**config.mk**
```make
export PLATFORM = sky130hd
export DESIGN_NAME = reduce_seq
export DESIGN_NICKNAME = d
export VERILOG_FILES = /design/src/rtl/reduce_seq.sv
export SDC_FILE = /design/constraint.sdc
export NUM_CORES = 1
export LEC_CHECK = 0
export BUFFER_PORTS_ARGS = -buffer_cell sky130_fd_sc_hd__buf_2
export CAP_MARGIN = 20
export CORE_MARGIN = 8
export CORE_UTILIZATION = 55
export DETAILED_ROUTE_END_ITERATION = 12
export PLACE_DENSITY = 0.92
export SLEW_MARGIN = 20
export SYNTH_ARGS = -nofsm -noshare
export SYNTH_HDL_FRONTEND = slang
export SYNTH_SLANG_ARGS = --single-unit
```
**constraint.sdc**
```tcl
create_clock -name clk -period 2.7 [get_ports clk]
set_clock_uncertainty 0.05 [all_clocks]
set_input_delay 0.135 -clock clk [delete_from_list [all_inputs] [get_ports clk]]
set_output_delay 0.135 -clock clk [all_outputs]
set_load 0.02 [all_outputs]
```
**src/rtl/reduce_seq.sv**
```systemverilog
// Multi-cycle reduction sequencer: walks a WIDTH-bit operand LSB-first through one
// CHUNK-wide AND/OR/XOR reducer, stopping early once the result is decided.
module reduce_seq #(
  parameter int WIDTH = 32,
  parameter int CHUNK = 8
) (
  input  logic                                clk,
  input  logic                                reset_n,
  input  logic                                in_valid,
  output logic                                in_ready,
  input  logic [WIDTH-1:0]                    in_data,
  input  logic [2:0]                          in_op,
  output logic                                out_valid,
  input  logic                                out_ready,
  output logic                                out_y,
  output logic                                out_err,
  output logic [$clog2(WIDTH/CHUNK+1)-1:0]    out_cycles,
  output logic                                busy,
  output logic [1:0]                          fsm_state
);

  localparam int NCHUNK = WIDTH / CHUNK;
  localparam int CW     = $clog2(NCHUNK + 1);
  localparam logic [CW-1:0] LAST = CW'(NCHUNK - 1);

  if ((WIDTH % CHUNK) != 0 || NCHUNK < 1) begin : g_bad_geometry
    $error("reduce_seq: WIDTH must be a positive multiple of CHUNK");
  end

  typedef enum logic [1:0] {IDLE, RUN, DONE} state_t;

  state_t            state, state_next;
  logic [WIDTH-1:0]  data_q;
  logic [2:0]        op_q;
  logic [CW-1:0]     cnt;
  logic              acc;
  logic              y_q;
  logic              err_q;
  logic [CW-1:0]     cycles_q;

  logic [CHUNK-1:0]  chunk;
  logic              r;
  logic              acc_next;
  logic              finish;
  logic              reserved_in;

  // Handshakes: a transfer happens on a rising edge where valid and ready are both
  // high; valid never waits on ready, and the DONE result stays stable until taken.

  // data_q is shifted right each RUN cycle, so the current chunk is always the low slice.
  assign chunk       = data_q[CHUNK-1:0];
  assign reserved_in = (in_op[1:0] == 2'b11);

  always_comb begin
    r          = 1'b0;
    acc_next   = acc;
    finish     = 1'b0;
    state_next = state;
    case (op_q[1:0])
      2'b00:   begin r = &chunk; acc_next = acc & r; end
      2'b01:   begin r = |chunk; acc_next = acc | r; end
      default: begin r = ^chunk; acc_next = acc ^ r; end
    endcase
    // AND decided by any zero chunk, OR by any non-zero chunk; XOR must see all.
    if (cnt == LAST || (op_q[1:0] == 2'b00 && !r) || (op_q[1:0] == 2'b01 && r)) begin
      finish = 1'b1;
    end
    case (state)
      IDLE:    if (in_valid) state_next = reserved_in ? DONE : RUN;
      RUN:     if (finish) state_next = DONE;
      DONE:    if (out_ready) state_next = IDLE;
      default: state_next = IDLE;
    endcase
  end

  always_ff @(posedge clk or negedge reset_n) begin
    if (!reset_n) begin
      state    <= IDLE;
      data_q   <= '0;
      op_q     <= '0;
      cnt      <= '0;
      acc      <= 1'b0;
      y_q      <= 1'b0;
      err_q    <= 1'b0;
      cycles_q <= '0;
    end else begin
      state <= state_next;
      case (state)
        IDLE: begin
          if (in_valid) begin
            data_q <= in_data;
            op_q   <= in_op;
            cnt    <= '0;
            acc    <= (in_op[1:0] == 2'b00);
            if (reserved_in) begin
              y_q      <= 1'b0;
              err_q    <= 1'b1;
              cycles_q <= '0;
            end
          end
        end
        RUN: begin
          acc    <= acc_next;
          cnt    <= cnt + CW'(1);
          data_q <= data_q >> CHUNK;
          if (finish) begin
            y_q      <= acc_next ^ op_q[2];
            err_q    <= 1'b0;
            cycles_q <= cnt + CW'(1);
          end
        end
        default: ;
      endcase
    end
  end

  assign in_ready   = (state == IDLE);
  assign busy       = (state != IDLE);
  assign out_valid  = (state == DONE);
  assign out_y      = y_q;
  assign out_err    = err_q;
  assign out_cycles = cycles_q;
  assign fsm_state  = state;

endmodule

```
==> impl_metrics.csv <==
group,metric,value,unit
status,status,"finished clean",
detailed_routing,drt_first_pass_iters,4,
detailed_routing,via_per_inst,5.290,
place,placedCellCount,341,
synthesis,synthesis.instances,253,
power,ir_drop,0.0005940,V
sta,rsz0062_at_grt,"false",
hold_path,min_path_type,"in -> reg",
floorplan,die_h,79.83,µm
cts,cts_inserted_buffers,5,
sta,setup_viol,0,
setup_path,reg2reg_from,"data_q[2]",
hold_path,whs_endpoint,"data_q[8]",
detailed_routing,ant_nets,0,
grt,grt_max_degree,47,
job,drv_cap,0,
grt,grt-ovfl-total,0,
setup_path,end_kind,"flop",
final_layout,areaGrowthSynthToFinish,22.00,%
setup_path,crit_path_top_delay_cell,"xnor3_1",
hold_path,min-delay-start,"in_data[8]",
floorplan,fp.dieW,79.83,µm
synthesis,synth_top_area_cell,"dfrtp_1",
synthesis,synth_nets,302,
synthesis,synth.avg_cell_area,8.857,µm²
detailed_routing,drt-wirelength-per-cell,13.83,µm
setup_path,start_kind,"flop",
sta,relSlewSlack,0.6179,
sta,whs,0.02907,ns
setup_path,path_max_fanout,2,
sta,finalSetupTns,0,ns
sta,worstMarginPinSlew,0.5732,ns
sta,fmax,506.6,MHz
sta,drv_slew,0,
synthesis,synth_top_area_share,0.5137,
floorplan,start_util,0.5643,
detailed_routing,num_vias,1915,
synthesis,yosys_warnings,0,
setup_path,arrival,2.11,ns
sta,hold_viol_final,0,
setup_path,required,2.84,ns
cts,postCtsSetupRepairBufs,0,
sta,period_share,0.7311,
floorplan,core,3971,µm²
setup_path,cp_cell_sequence,"inv_1 > ha_1 > xnor3_1 > xnor2_1 > a22oi_2 > xnor2_1 > a22o_1",
final_layout,drive_gt1_frac,0.1987,
place,io_buffers,48,
synthesis,synth-seq-area-share,0.5137,
cts,worstSkewPairLatency,0.30,ns
cts,cts_tree,"yes",
final_layout,fillerInstances,302,
synthesis,ys_ff_latch,46,
setup_path,slowest_delay,0.42,ns
grt,grt_pass1_vias,1877,
cts,cts-resized-gates,0,
setup_path,cp_common_cell,"xnor2_1",
grt,gr-usage-all-layers,0.1639,
floorplan,io_pins,49,
cts,cts.sinks,46,
cts,clkTransAtPathRegs,0.09,ns
final_layout,num-nets-final,360,
floorplan,rows,23,
setup_path,rr_endpoint,"out_y",
power,power_density,1164,nW/µm²
setup_path,r2r_cells,7,
detailed_routing,wirelength,5006,µm
cts,hold_buffers,13,
place,routabilityCongestion,0.8193,
synthesis,syn-cell-area,2241,µm²
detailed_routing,drc,0,
place,hpwl,3474,µm
cts,root_buffer,"clkbuf_8",
final_layout,antennaDiodeCount,0,
floorplan,die-area,6373,µm²
grt,antenna_found_initial,0,
grt,grt_pass1_wl,8300,µm
hold_path,min_path_cells,3,
power,p_leak,1.395,nW
detailed_routing,drt-initial-drc-count,139,
setup_path,path_class,"reg -> reg",
final_layout,finalNonFillerCells,362,
synthesis,ys_types,32,
final_layout,final_cell_mix,"nand2_1 (68), buf_2 (47), dfrtp_1 (46)",
setup_path,r2r_setup_slack,0.73,ns
final_layout,layout_commonest_cell,"nand2_1",
final_layout,utilization,0.6884,
synthesis,ys_top_cells_by_area,"dfrtp_1 (51%), nand2_1 (11%), ha_1 (5.6%)",
cts,cts_max_level,2,
cts,clk_path_buf_depth,2,
sta,fin_crit,1.974,ns
==> worst max-delay path by stage <==
| stage | start | end | slack, ns | depth (start not counted) |
|---|---|---|---|---|
| 2_1_floorplan | data_q[2] | out_y | 0.88 | 7 |
| 5_1_grt | data_q[2] | out_y | 0.62 | 7 |
| 4_1_cts | data_q[2] | out_y | 0.72 | 7 |
| 6_report | data_q[2] | out_y | 0.73 | 7 |
| 3_3_place_gp | data_q[2] | out_y | 0.84 | 7 |
| 3_5_place_dp | data_q[3] | out_y | 0.75 | 7 |
==> flip-flops by register name, summed over array words and instances, names as in the netlist <==
name	flops
fsm_state	2
acc	1
out_err	1
data_q	32
out_cycles	3
cnt	3
op_q	3
out_y	1
==> power by group <==
group,switching [W],internal [W],leakage (nW)
logic,0.000876,0.000674,0.782
registers,0.000207,0.00102,0.568
clock network,0.000223,0.000183,0.0452
total,0.00131,0.00188,1.40
==> stage by stage <==
step	cell area (µm²)	setup slack, ns	power [W]
final	2734	0.7260	0.003183
after global routing	2734	0.6202	0.003448
after CTS	2731	0.7222	0.003201
after detailed placement	2515	0.7486	0.002764
after global placement	2515	0.8354	0.002672
after floorplan	2241	0.8765	0.002385
==> cells by family after synthesis <==
group	share of synthesized area
fa+ha+maj	0.05583
compound gates	0.1385
buf+inv	0.04802
simple gates	0.2138
xor+xnor	0.03015
flops	0.5137
==> cell usage after synthesis (all sizes together) <==
library cell and number:
o22ai 1, nand3b 1, o2bb2ai 2, o32ai 1, nand2 68, clkbuf 7
nand3 10, nor2b 2, dfrtp 46, o21bai 1, a41o 1, a211oi 1
a31oi 16, xor2 1, nor3 1, buf 8, a21oi 9, a21o 1
o21ai 14, and2 2, a22o 2, ha 10, a22oi 1, nor2 29
inv 11, xnor3 1, xnor2 2, and4 1, nand2b 3
==> worst max-delay path, delay by kind of cell (launching register included) <==
kind / cells / cell delay [ns]
adders and majority gates: 1 / 0.28
DFF: 1 / 0.36
xor gates and xnor gates: 3 / 0.66
AOI/OAI and AO/OA: 2 / 0.45
buffers and inverters: 1 / 0.06
==> layout make-up <==
class / count / area (µm²) / share of cell area
Clock inverter: 2 / 13.76 / 0.005034
Clock buffer: 6 / 72.57 / 0.02654
Inverter: 11 / 41.29 / 0.01510
Multi-Input combinational cell: 181 / 982.2 / 0.3593
Tap cell: 50 / 62.56 / 0.02288
Sequential cell: 46 / 1151 / 0.4211
Timing Repair Buffer: 66 / 410.4 / 0.1501
==> routing by layer <==
layer / global-route usage / part of all wire
met4: 0.07273 / 0.023
met2: 0.2795 / 0.51
met5: 0 / 0
met3: 0.04167 / 0.041
met1: 0.1892 / 0.43
(Power assumes the default switching activity.)
